===== src/rtl/cpld_pkg.sv =====
// rtl/cpld_pkg.sv - shared CPLD sequencer types, constants and output decode
package cpld_pkg;

  // CPU sequencer state encoding; also exported on the state port for LEDs/debug
  typedef enum logic [2:0] {
    ST_OFF     = 3'd0,
    ST_DELAY   = 3'd1,
    ST_PULSE   = 3'd2,
    ST_WAIT_RS = 3'd3,
    ST_RETRY   = 3'd4,
    ST_HUB     = 3'd5,
    ST_RUN     = 3'd6,
    ST_FAULT   = 3'd7
  } cpu_seq_state_t;

  // c66x_sequencer state that the top level decodes into dsp_ready
  localparam logic [3:0] C66X_READY = 4'b1001;

  // Default timing at roughly 4 MHz sysclk
  localparam int unsigned CPU_SEQ_CNT_W       = 24;
  localparam int unsigned CPU_SEQ_DELAY       = 12582912;
  localparam int unsigned CPU_SEQ_PULSE       = 4194304;
  localparam int unsigned CPU_SEQ_TIMEOUT     = 16777215;
  localparam int unsigned CPU_SEQ_HUB         = 4096;
  localparam int unsigned CPU_SEQ_MAX_RETRIES = 3;

  // Pin-level view of one sequencer state
  typedef struct packed {
    logic pwron_drive;
    logic reset_hold;
    logic hub_release;
    logic running;
    logic fault;
  } cpu_seq_out_t;

  // Map a state to its pin levels; everything not listed keeps the CPU held and PWRON released
  function automatic cpu_seq_out_t cpu_seq_decode(input cpu_seq_state_t s);
    cpu_seq_out_t o;
    o.pwron_drive = 1'b0;
    o.reset_hold  = 1'b1;
    o.hub_release = 1'b0;
    o.running     = 1'b0;
    o.fault       = 1'b0;
    case (s)
      ST_PULSE: begin
        o.pwron_drive = 1'b1;
        o.reset_hold  = 1'b0;
      end
      ST_WAIT_RS: o.reset_hold = 1'b0;
      ST_HUB:     o.reset_hold = 1'b0;
      ST_RUN: begin
        o.reset_hold  = 1'b0;
        o.hub_release = 1'b1;
        o.running     = 1'b1;
      end
      ST_FAULT: o.fault = 1'b1;
      default: ;
    endcase
    return o;
  endfunction

endpackage


===== src/rtl/sync2.sv =====
// rtl/sync2.sv - generic two-flop synchronizer for asynchronous CPLD pins
module sync2 #(
  parameter logic RESET_VAL = 1'b0
) (
  input  logic clk,
  input  logic resetn,
  input  logic d,
  output logic q
);

  logic meta;

  // Two-stage capture of the asynchronous input
  always_ff @(posedge clk) begin
    if (!resetn) begin
      meta <= RESET_VAL;
      q    <= RESET_VAL;
    end else begin
      meta <= d;
      q    <= meta;
    end
  end

endmodule


===== src/rtl/cpu_sequencer.sv =====
// rtl/cpu_sequencer.sv - Exynos CPU power-on, RESETOUT wait, retry and USB hub sequencer
module cpu_sequencer
  import cpld_pkg::*;
#(
  parameter int unsigned CNT_W          = CPU_SEQ_CNT_W,
  parameter int unsigned DELAY_CYCLES   = CPU_SEQ_DELAY,
  parameter int unsigned PULSE_CYCLES   = CPU_SEQ_PULSE,
  parameter int unsigned TIMEOUT_CYCLES = CPU_SEQ_TIMEOUT,
  parameter int unsigned HUB_CYCLES     = CPU_SEQ_HUB,
  parameter int unsigned MAX_RETRIES    = CPU_SEQ_MAX_RETRIES
) (
  input  logic       sysclk,
  input  logic       reset_INV,
  input  logic       dsp_ready,
  input  logic       cpu_resetout,
  output logic       pmic_pwron_drive,
  output logic       cpu_reset_hold,
  output logic       usbhub_reset_INV,
  output logic       cpu_running,
  output logic       fault,
  output logic [2:0] state
);

  // Terminal counts: a timed state lasts exactly N cycles, so it ends at count N-1
  localparam logic [CNT_W-1:0] DELAY_LAST   = CNT_W'(DELAY_CYCLES - 1);
  localparam logic [CNT_W-1:0] PULSE_LAST   = CNT_W'(PULSE_CYCLES - 1);
  localparam logic [CNT_W-1:0] TIMEOUT_LAST = CNT_W'(TIMEOUT_CYCLES - 1);
  localparam logic [CNT_W-1:0] HUB_LAST     = CNT_W'(HUB_CYCLES - 1);
  localparam logic [1:0]       RETRY_LIMIT  = 2'(MAX_RETRIES);

  logic           rs_sync;
  cpu_seq_state_t state_q;
  cpu_seq_state_t state_nxt;
  logic [CNT_W-1:0] cnt_q;
  logic [1:0]     retry_q;
  cpu_seq_out_t   out_q;

  logic delay_done;
  logic pulse_done;
  logic timeout_done;
  logic hub_done;

  sync2 #(
    .RESET_VAL(1'b0)
  ) u_rs_sync (
    .clk    (sysclk),
    .resetn (reset_INV),
    .d      (cpu_resetout),
    .q      (rs_sync)
  );

  assign delay_done   = (cnt_q == DELAY_LAST);
  assign pulse_done   = (cnt_q == PULSE_LAST);
  assign timeout_done = (cnt_q == TIMEOUT_LAST);
  assign hub_done     = (cnt_q == HUB_LAST);

  // Next-state selection; losing dsp_ready overrides everything, RESETOUT beats a coincident timeout
  always_comb begin
    state_nxt = state_q;
    if (!dsp_ready) begin
      state_nxt = ST_OFF;
    end else begin
      case (state_q)
        ST_OFF:     state_nxt = ST_DELAY;
        ST_DELAY:   if (delay_done) state_nxt = ST_PULSE;
        ST_PULSE:   if (pulse_done) state_nxt = ST_WAIT_RS;
        ST_WAIT_RS: begin
          if (rs_sync)           state_nxt = ST_HUB;
          else if (timeout_done) state_nxt = ST_RETRY;
        end
        ST_RETRY: begin
          if (delay_done) state_nxt = (retry_q == RETRY_LIMIT) ? ST_FAULT : ST_PULSE;
        end
        ST_HUB:     if (hub_done) state_nxt = ST_RUN;
        ST_RUN:     if (!rs_sync) state_nxt = ST_WAIT_RS;
        ST_FAULT:   state_nxt = ST_FAULT;
        default:    state_nxt = ST_OFF;
      endcase
    end
  end

  // State, shared counter, retry count and pin levels decoded from the next state
  always_ff @(posedge sysclk) begin
    if (!reset_INV) begin
      state_q <= ST_OFF;
      cnt_q   <= '0;
      retry_q <= '0;
      out_q   <= cpu_seq_decode(ST_OFF);
    end else begin
      state_q <= state_nxt;
      out_q   <= cpu_seq_decode(state_nxt);
      if ((state_nxt != state_q) || (state_nxt == ST_OFF)) begin
        cnt_q <= '0;
      end else begin
        cnt_q <= cnt_q + CNT_W'(1);
      end
      if (!dsp_ready) begin
        retry_q <= '0;
      end else if ((state_q == ST_WAIT_RS) && (state_nxt == ST_RETRY)) begin
        retry_q <= retry_q + 2'd1;
      end
    end
  end

  assign pmic_pwron_drive = out_q.pwron_drive;
  assign cpu_reset_hold   = out_q.reset_hold;
  assign usbhub_reset_INV = out_q.hub_release;
  assign cpu_running      = out_q.running;
  assign fault            = out_q.fault;
  assign state            = state_q;

endmodule


===== config.mk =====
export PLATFORM = sky130hd
export DESIGN_NAME = cpu_sequencer
export DESIGN_NICKNAME = d
export VERILOG_FILES = /design/src/rtl/cpld_pkg.sv /design/src/rtl/sync2.sv /design/src/rtl/cpu_sequencer.sv
export SDC_FILE = /design/constraint.sdc
export NUM_CORES = 1
export LEC_CHECK = 0
export CORE_ASPECT_RATIO = 0.75
export CORE_MARGIN = 3
export CORE_UTILIZATION = 50
export CTS_BUF_LIST = sky130_fd_sc_hd__clkbuf_8
export DETAILED_ROUTE_END_ITERATION = 10
export PLACE_DENSITY = 0.73
export SYNTH_ARGS = -nofsm -noshare
export SYNTH_HDL_FRONTEND = slang
export SYNTH_SLANG_ARGS = --single-unit

===== constraint.sdc =====
create_clock -name sysclk -period 7.7 [get_ports sysclk]
set_clock_uncertainty 0.15 [all_clocks]
set_input_delay 1.54 -clock sysclk [delete_from_list [all_inputs] [get_ports sysclk]]
set_output_delay 1.54 -clock sysclk [all_outputs]
set_load 0.01 [all_outputs]

==> results.txt <==
Num CTS Buffers = 5
Hold Path Class = reg2reg
unrepaired setup endpoints after global routing = false
# nets final = 227
Synth warnings = 0
synthesis-stage register bit count = 35
CTS H-tree lvls = 2
setup ws final = 4550 ps
busiest metal layer after global routing = met2
M1 GR Usage = 25.1%
initial antenna violation count = 0
Worst Path Required = 7760 ps
Diodes inserted = 0
met2 Use GR = 30.1%
first-pass GRT wire length = 6.89 mm
Clk pin slew, worst setup/hold paths = 70 ps
cts repair resizes = 0
I/O pins = 12
clk root buf = clkbuf_8
Total GRT Usage = 19.9%
GPL Wtd Cong = 0.857
Fmax = 317 MHz
Placement Setup Slack = 4320 ps
PnR Total Power = 0.000344 W
CTS sink cnt = 35
First-pass DRT Iterations = 4
CTS tree = done
setup TNS = 0 ps
nature of the critical path startpoint = primary input
Via Count = 1577
DP HPWL = 2.97 mm
First DRT Iteration DRCs = 116
Core Box Area = 0.00347 sq mm
largest net degree at the start of global routing = 25
worst-case vdd ir drop = 0.159 mV
met3 Use GR = 7.45%
Routed WL per cell = 15.3 um
Area growth, synth to finish = 12.1%
pins over their slew limit = 0
Fillers = 304
Leak Pwr = 0.680 nW
number of remaining DRC errors = 0
Seq/Total Area, Yosys = 36.9%
worst skew pair latency = 290 ps
Port Buf Inserts = 11
Starting Density = 54.7%
Power Density = 162 mW/mm^2
Worst EP arrival = 3210 ps
Syn Area/Cell = 9.12 sq um
grt ovf = 0
post-synthesis instance total = 208
CTS max path bufs = 2
Fin. Hold Viols = 0
Die X = 77.1 um
status = completed
final setup fails = 0
Crit Path Class = in2reg
worst-path maximum fanout = 24
CTS Hold Bufs = 0
die area = 0.00458 sq mm
Die Span Y = 59.3 um
synthesized area = 0.00190 sq mm
crit share post-route = 40.9%
Vias/cell = 5.82
number of setup buffers added after CTS = 0
post-layout min period = 3150 ps
Rel. slew slack = 58.3%
vias in the first global route = 1476
Synth Net Count = 215
final WL = 4.16 mm
Critical Path Sink Type = flop
Worst-Margin Slew = 621 ps
max cap viols = 0
Antenna Nets Post-Route = 0
Synth cell types = 43
ratio of cells with drive above 1 in the final layout = 16.7%
# rows = 18
-- path summary, 6_finish.rpt --
kind	cells after the start	endpoint	slack, ps	startpoint
hold / removal	1	u_rs_sync.q	300	u_rs_sync.meta
hold reg to reg	1	u_rs_sync.q	300	u_rs_sync.meta
setup reg to reg	8	cnt_q[23]	4650	cnt_q[0]
setup / recovery	6	cnt_q[23]	4550	dsp_ready
-- sequential cells by signal, indices dropped and copies added (netlist names) --
name / count
cnt_q: 24
cpu_reset_hold: 1
fault: 1
pmic_pwron_drive: 1
retry_q: 2
state: 3
u_rs_sync.meta: 1
u_rs_sync.q: 1
usbhub_reset_INV: 1
-- cell usage after synthesis (all sizes together) --
library cell  instances  area [sq um]
a31oi                 5          31.3
o41a                  1          11.3
and3                  6          37.5
nand2b                3          21.3
clkbuf                3          11.3
nor4                  3          18.8
a311oi                1          15.0
o211ai                1          7.51
and3b                 1          8.76
ha                    3          37.5
a211oi                2          15.0
o2bb2ai               1          15.0
nand3                19          95.1
mux2i                 2          20.0
nand4                 5          37.5
xor2                 10          87.6
and4b                 1          11.3
nand2                11          41.3
or4b                  1          13.8
nor2                 19          71.3
dfxtp                35           701
o31ai                 1          21.3
xnor2                12           105
or2                   1          6.26
a32oi                 1          8.76
a31o                  1          8.76
or4                   1          7.51
nor3                 30           250
or3                   2          12.5
a311o                 1          10.0
o21ai                 2          10.0
o21a                  1          7.51
a21oi                 2          10.0
buf                   5          47.6
and2                  3          18.8
and4                  3          26.3
inv                   8          30.0
a21boi                1          7.51
-- cell type report --
type | count | area (sq um) | share of cell area [%]
Multi-Input combinational cell | 157 | 1110 | 52.1
Inverter | 8 | 30.0 | 1.41
Clock buffer | 7 | 96.3 | 4.53
Sequential cell | 35 | 701 | 33.0
Tap cell | 50 | 62.6 | 2.94
Clock inverter | 1 | 3.75 | 0.177
Timing Repair Buffer | 13 | 125 | 5.89
-- routing by layer --
| metal | wire, um | up-vias |
|---|---|---|
| li1 | - | 766 |
| met1 | 1900 | 763 |
| met2 | 1960 | 46 |
| met3 | 254 | 2 |
| met4 | 34 | 0 |
| met5 | 0 | - |
-- layout by cell type (no fill, tap or decap), types with 3 or more instances in the layout --
master,synthesis,routed
and2_1,3,3
a31oi_1,5,5
xor2_1,10,10
clkbuf_8,0,7
nor3_2,20,20
nand4_1,4,4
ha_1,3,3
nand3_1,19,19
dfxtp_1,35,35
inv_1,8,9
nand2_1,11,11
nor3_1,10,10
nor2_1,19,19
and3_1,6,6
clkdlybuf4s50_1,0,11
xnor2_1,12,12
and4_1,3,3
nor4_1,3,3
-- worst max-delay path, cell delays in order --
cell,delay (ps)
clkdlybuf4s50_1,650
nand2_1,200
a31oi_1,180
o211ai_1,110
buf_4,270
nor3_1,260
-- logic make-up after synthesis --
family	after synthesis	share of synthesized area, %
simple gates	109	35.8
flops	35	36.9
xor+xnor	22	10.2
compound gates	21	9.43
buf+inv	16	4.68
fa+ha+maj	3	1.98
mux	2	1.06
-- per-stage QoR --
stage | cells | instance area [sq um] | utilization [%] | hold WS, ps
after floorplan | 208 | 1900 | - | 262
after global placement | 263 | 2030 | 58.4 | 277
after detailed placement | 263 | 2030 | 58.4 | 284
after CTS | 271 | 2130 | 61.3 | 305
after global routing | 271 | 2130 | 61.3 | 315
final | 271 | 2130 | 61.3 | 304
-- report_power, final --
part | switching, W | internal (W)
logic | 0.00000893 | 0.00000551
registers | 0.00000189 | 0.000182
clock network | 0.0000656 | 0.0000803
Note: power is estimated with default switching activity, not from simulation.
